--- config.mk ---
export PLATFORM = sky130hd
export DESIGN_NAME = seg7_operand_capture
export DESIGN_NICKNAME = d
export VERILOG_FILES = /design/src/rtl/seg7_operand_capture.sv
export SDC_FILE = /design/constraint.sdc
export NUM_CORES = 1
export LEC_CHECK = 0
export CORE_MARGIN = 5
export CORE_UTILIZATION = 43
export CTS_CLUSTER_DIAMETER = 30
export DETAILED_ROUTE_END_ITERATION = 12
export GPL_TIMING_DRIVEN = 0
export HOLD_SLACK_MARGIN = 0.02
export PLACE_DENSITY_LB_ADDON = 0.25
export SETUP_SLACK_MARGIN = 0.1
export SLEW_MARGIN = 20
export SYNTH_ARGS = -nofsm -noshare
export SYNTH_HDL_FRONTEND = slang
export SYNTH_SLANG_ARGS = --single-unit
--- constraint.sdc ---
create_clock -name c -period 3.2 [get_ports c]
set_input_delay 0.64 -clock c [delete_from_list [all_inputs] [get_ports c]]
set_output_delay 0.64 -clock c [all_outputs]
set_load 0.005 [all_outputs]
--- src/rtl/seg7_operand_capture.sv ---
// Seven-segment operand capture: debounces 7-seg patterns, decodes them to
// hex digits, captures two operands f then g and pulses l for one cycle.
// Ports: c clock, r sync reset (active-high), s[6:0] pattern (a..g),
//        v pattern present, f/g operands, l load strobe, e invalid flag,
//        st state (0=WAIT_F, 1=WAIT_G, 2=LOAD).
module seg7_operand_capture #(
    parameter int STABLE_CYCLES = 4,
    parameter int CNT_W         = 3
) (
    input  logic       c,
    input  logic       r,
    input  logic [6:0] s,
    input  logic       v,
    output logic [3:0] f,
    output logic [3:0] g,
    output logic       l,
    output logic       e,
    output logic [1:0] st
);

    typedef enum logic [1:0] {
        WAIT_F = 2'd0,
        WAIT_G = 2'd1,
        LOAD   = 2'd2
    } state_e;

    localparam logic [CNT_W-1:0] CNT_MAX = CNT_W'(STABLE_CYCLES);
    localparam logic [CNT_W-1:0] CNT_ONE = CNT_W'(1);

    state_e           state_q, state_d;
    logic [CNT_W-1:0] cnt_q, cnt_d;
    logic [6:0]       last_q, last_d;
    logic             armed_q, armed_d;
    logic [3:0]       f_q, f_d;
    logic [3:0]       g_q, g_d;
    logic             l_q, l_d;
    logic             e_q, e_d;

    logic [3:0]       dig;
    logic             legal;
    logic             commit;

    always_comb begin
        dig   = 4'h0;
        legal = 1'b1;
        case (s)
            7'h3F: dig = 4'h0;
            7'h06: dig = 4'h1;
            7'h5B: dig = 4'h2;
            7'h4F: dig = 4'h3;
            7'h66: dig = 4'h4;
            7'h6D: dig = 4'h5;
            7'h7D: dig = 4'h6;
            7'h07: dig = 4'h7;
            7'h7F: dig = 4'h8;
            7'h6F: dig = 4'h9;
            7'h77: dig = 4'hA;
            7'h7C: dig = 4'hB;
            7'h39: dig = 4'hC;
            7'h5E: dig = 4'hD;
            7'h79: dig = 4'hE;
            7'h71: dig = 4'hF;
            default: legal = 1'b0;
        endcase
    end

    // Stability counter saturates at CNT_MAX; a commit fires only on the
    // edge it reaches CNT_MAX while armed, and v=0 is the only re-arm.
    always_comb begin
        cnt_d   = cnt_q;
        last_d  = last_q;
        armed_d = armed_q;
        if (!v) begin
            cnt_d   = '0;
            armed_d = 1'b1;
        end else if (s != last_q) begin
            cnt_d  = CNT_ONE;
            last_d = s;
        end else if (cnt_q < CNT_MAX) begin
            cnt_d = cnt_q + CNT_ONE;
        end
        commit = v && armed_q && (cnt_d == CNT_MAX) && (cnt_q != CNT_MAX);
        if (commit) begin
            armed_d = 1'b0;
        end
    end

    always_comb begin
        state_d = state_q;
        f_d     = f_q;
        g_d     = g_q;
        e_d     = e_q;
        case (state_q)
            WAIT_F: begin
                if (commit && legal) begin
                    f_d     = dig;
                    e_d     = 1'b0;
                    state_d = WAIT_G;
                end else if (commit) begin
                    e_d = 1'b1;
                end
            end
            WAIT_G: begin
                if (commit && legal) begin
                    g_d     = dig;
                    e_d     = 1'b0;
                    state_d = LOAD;
                end else if (commit) begin
                    e_d = 1'b1;
                end
            end
            LOAD:    state_d = WAIT_F;
            default: state_d = WAIT_F;
        endcase
        // Registered from next state so l is high exactly while st=LOAD.
        l_d = (state_d == LOAD);
    end

    always_ff @(posedge c) begin
        if (r) begin
            state_q <= WAIT_F;
            cnt_q   <= '0;
            last_q  <= 7'h00;
            armed_q <= 1'b1;
            f_q     <= 4'h0;
            g_q     <= 4'h0;
            l_q     <= 1'b0;
            e_q     <= 1'b0;
        end else begin
            state_q <= state_d;
            cnt_q   <= cnt_d;
            last_q  <= last_d;
            armed_q <= armed_d;
            f_q     <= f_d;
            g_q     <= g_d;
            l_q     <= l_d;
            e_q     <= e_d;
        end
    end

    assign f  = f_q;
    assign g  = g_q;
    assign l  = l_q;
    assign e  = e_q;
    assign st = state_q;

endmodule
### After elaboration in Yosys (flattened, before gate mapping)

Cells that the tools add are included.

| word-level totals | value |
|---|---|
| output and inout port bits | 12 |
| input bits | 10 |
| register bits after elaboration | 23 |

| cells by class | value |
|---|---|
| magnitude comparators | 1 |
| add/subtract/negate cells | 1 |
| muxes and demuxes | 12 |
| reductions and logical operators | 12 |
| eq/ne operators | 22 |

Operator list:

| operator | number |
|---|---|
| $eq A7 B7 Y1 const B | 12 |
| $pmux W4 S15 | 1 |
| $reduce_or A16 Y1 | 1 |
| $eq A7 B3 Y1 const B | 2 |
| $eq A7 B6 Y1 const B | 2 |
| $mux W3 | 3 |
| $reduce_and A2 Y1 | 4 |
| $ne A7 B7 Y1 | 1 |
| $mux W1 | 5 |
| $logic_and A1 B1 Y1 | 4 |
| $mux W2 | 2 |
| $pmux W2 S2 | 1 |
| $add A3 B1 Y3 const B | 1 |
| $eq A3 B3 Y1 const B | 1 |
| $lt A3 B3 Y1 const B | 1 |
| $ne A3 B3 Y1 const B | 1 |
| $eq A2 B1 Y1 const B | 1 |
| $eq A2 B2 Y1 const B | 1 |
| $logic_not A2 Y1 | 1 |
| $ne A2 B1 Y1 const B | 1 |
| $reduce_bool A2 Y1 | 1 |
| $reduce_or A2 Y1 | 1 |

### Depth between registers and ports, before layout

Gate-level depths: netlist of the first run.

| logic depth | value |
|---|---|
| depth in word-level cells | 11 |
| depth in mapped cells | 7 |
| gate-level depth less buffers | 7 |

### Least setup slack after synthesis of the first run

Ideal clock, no wire load.

| timing path | value |
|---|---|
| path type | input -> register |
| start point | input s[4] |
| end point | register f_q[1], in the netlist f[1] |
| data arrival time | 2.310 ns |
| path buffers | 1 |
| stages | 6 |
| library setup time | 0.123 ns |
| data required time | 3.077 ns |
| slack | 0.766 ns |
| path through | buf_6 > or4_4 > o22ai_4 > a311oi_4 > a211oi_4 > mux2_1 |

| between the ends | value |
|---|---|
| longest elaborated chain between the ends | 8 |
| elaborated cells on any way between the ends | 27 |
| classes of those cells | 18 x eq/ne; 4 x mux; 5 x reduce/logical |

RTL lines:

| element | RTL line | RTL |
|---|---|---|
| start: declaration | 12 | `input logic [6:0] s,` |
| $ne A7 B7 Y1 | 76 | `end else if (s != last_q) begin` |
| $mux W3 | 76 |  |
| $mux W3 | 73 | `if (!v) begin` |
| $eq A3 B3 Y1 | 82 | `commit = v && armed_q && (cnt_d == CNT_MAX) && (cnt_q != CNT_MAX);` |
| $logic_and A1 B1 Y1 (2 in series) | 82 |  |
| $logic_and A1 B1 Y1 | 95 | `if (commit && legal) begin` |
| $reduce_and A2 Y1 (no source line) | -- |  |
| end signal: assignment | 125 | `f_q <= 4'h0;` |
| end signal: assignment | 134 | `f_q <= f_d;` |
| end: declaration | 34 | `logic [3:0] f_q, f_d;` |

Parallel ways exist; a longest one is shown, timed or not.
A chain may end at the register's enable or synchronous reset.

### Worst setup path in the final report of the first run

| timing path | value |
|---|---|
| start point | input s[2] |
| end point | register f_q[1], in the netlist f[1] |

Same word-level chain as after synthesis.

==> impl_metrics.env, run 1 <==
export IMPL_grt_max_degree=14
export IMPL_synth_fp_nets=173
export IMPL_cts_sinks=23
export IMPL_fmax_mhz=346
export IMPL_rsz0062_at_grt="no"
export IMPL_status="finished clean"
export IMPL_worstPathArrival_ns=3.10
export IMPL_drc=0
export IMPL_seq_area_um2=460
export IMPL_hpwl_mm=2.42
export IMPL_die_area_um2=4880
export IMPL_nFillCells=301
export IMPL_cts_max_level=1
export IMPL_fin_crit_ns=2.89
export IMPL_finalSetupTns_ns=0
export IMPL_syn_area_per_cell_um2=9.56
export IMPL_syn_inst=161
export IMPL_final_period_utilization_pct=90.4
export IMPL_synth_warnings=0
export IMPL_tightest_slew_ns=0.581
export IMPL_critical_path_startpoint_type="primary input"
export IMPL_num_vias=1242
export IMPL_setup_violations=0
export IMPL_slew_violations=0
export IMPL_power_per_cell_area_nw_per_um2=294
export IMPL_power_mw=0.524
export IMPL_diodes=0
export IMPL_fin_worst_skew_ns=0.00861
export IMPL_die_w_um=69.8
export IMPL_gp_congestion=0.877
export IMPL_post_cts_buffers=0
export IMPL_cts_root_buf="clkbuf_4"
export IMPL_ys_seq_area_share_pct=29.9
export IMPL_numCtsBuffers=3
export IMPL_relSlewSlack_pct=60.9
export IMPL_yosys_cell_types_count=47
export IMPL_cp_max_fo=10
export IMPL_synth_edf_count=0
export IMPL_grt_antenna_before_repair=0
export IMPL_row_count=21
export IMPL_layout_nets=194
export IMPL_wl_mm=3.04
export IMPL_overflow=0
export IMPL_cts_resized=0
export IMPL_grt_pass1_wl_mm=5.38
export IMPL_cts_tree="done"
export IMPL_ant_nets=0
export IMPL_ir_drop_mv=0.212
export IMPL_avgRoutedWirePerCell_um=13.4
export IMPL_final_cell_mix="dfxtp_1 (23), clkdlybuf4s50_1 (16), mux2i_1 (14), nor2_1 (14), nand2_1 (13)"
export IMPL_synthesis_area_um2=1540
export IMPL_clkTransAtPathRegs_ns=0.13
export IMPL_vias_per_cell=5.47
export IMPL_clk_path_buf_depth=2
export IMPL_grt_usage_pct=13.2
export IMPL_crit_required_ns=3.41
export IMPL_ys_ff_latch=23
export IMPL_core_um2=3390
export IMPL_drt_iter0_markers=60
export IMPL_leakagePower_nw=0.642
export IMPL_io_buffers=16
export IMPL_areaGrowthSynthToFinish_pct=15.9
export IMPL_async_flop_share_pct=0
export IMPL_worstHoldPathType="reg -> reg"
export IMPL_crit_path_end_kind="flip-flop"
export IMPL_die_height_um=69.8
export IMPL_crit_type="in -> reg"
export IMPL_first_global_vias=1232
export IMPL_whs_ns=0.460
export IMPL_synthFlopType="dfxtp_1"
export IMPL_cap_violations=0
export IMPL_cts_hold_buf=0
export IMPL_clk_latency_ns=0.31
export IMPL_final_layout_size_suffix_gt1_share_pct=14.4
export IMPL_start_util_pct=45.4
export IMPL_drtPass1Iterations=4
export IMPL_io_pins=22
export IMPL_multi_input_area_um2=988
export IMPL_hold_viol=0
export IMPL_final_common_cell="dfxtp_1"
final cells by class:
class / instances / area share (%)
Buffer: 12 / 3.79
Clock buffer: 3 / 1.26
Clock inverter: 1 / 0.281
Inverter: 6 / 1.26
Multi-Input combinational cell: 120 / 55.4
Sequential cell: 23 / 25.8
Tap cell: 46 / 3.23
Timing Repair Buffer: 16 / 8.98
critical path, stage by stage:
cell             delay [ns]
clkdlybuf4s50_1        0.58
buf_2                  0.28
xnor2_1                0.15
nand4_1                0.32
nand4bb_4              0.44
a211oi_4               0.34
mux2_1                 0.35
cells by family (layout without fill, tap and decap cells):
kind of cell             Yosys count  in the layout  share of synthesized area, %
AO/OA/AOI/OAI                     31             31                          22.3
XOR/XNOR                           8              8                          4.55
adder cells (fa/ha/maj)            2              2                          1.63
buffers and inverters             18             38                          5.85
flip-flops                        23             23                          29.9
multiplexers                      16             16                          10.6
AND/OR/NAND/NOR                   63             63                          25.2
metrics by stage:
stage,cells,instance area [um2],util [%],worst slack [ns]
after floorplan,161,1540,-,0.766
after global placement,223,1760,51.8,0.0555
after detailed placement,223,1760,51.8,-0.0246
after CTS,227,1780,52.6,0.308
after global routing,227,1780,52.6,0.118
final,227,1780,52.6,0.307
worst paths after layout:
kind	start	endpoint	slack, ns	depth (start not counted)
setup / recovery	s[2]	f[1]	0.31	7
hold reg to reg	e	e	0.46	2
setup reg to reg	cnt_q[0]	f[1]	0.63	7
hold / removal	e	e	0.46	2
power breakdown:
part	switching, mW	total, mW	internal (mW)
combinational	0.0542	0.0947	0.0406
sequential	0.00444	0.297	0.292
clock	0.0860	0.133	0.0468
total	0.145	0.524	0.380
Yosys cell counts, types with 2 or more instances:
library cell,instances,area [um2]
nor4_1,3,18.8
nor3b_1,2,15.0
nor2_1,14,52.6
buf_6,2,22.5
xnor2_1,7,61.3
a21oi_1,5,25.0
nor2b_1,5,31.3
a211oi_4,3,60.1
nand2_1,13,48.8
o211ai_1,2,15.0
ha_1,2,25.0
mux2i_1,14,140
buf_2,6,30.0
a211oi_1,4,30.0
nand2b_1,3,18.8
nand3b_1,3,22.5
clkbuf_1,4,15.0
nand3_1,3,15.0
o21ai_0,4,20.0
mux2_1,2,22.5
dfxtp_1,23,460
or3b_1,4,35.0
nand4_1,3,18.8
and3b_1,2,17.5
inv_1,6,22.5
flip-flops by register name (all words and copies together) (netlist names):
signal,flops
last_q,7
f,4
st,2
cnt_q,3
g,4
e,1
armed_q,1
l,1
per-layer routing:
metal	up-vias	GRT usage (%)	part of all wire, %
met5	-	0	0
met4	0	5.11	1.8
met3	7	2.32	3.9
met2	22	22.4	49
met1	591	16.4	46
li1	622	-	-
(Power assumes the default switching activity.)
==> run 2, diff against run 1 <==
Settings changed: CTS_CLUSTER_DIAMETER 30 to 60.
==> results of run 2 <==
The final DEF is identical to that of run 1; final timing and power are the same.
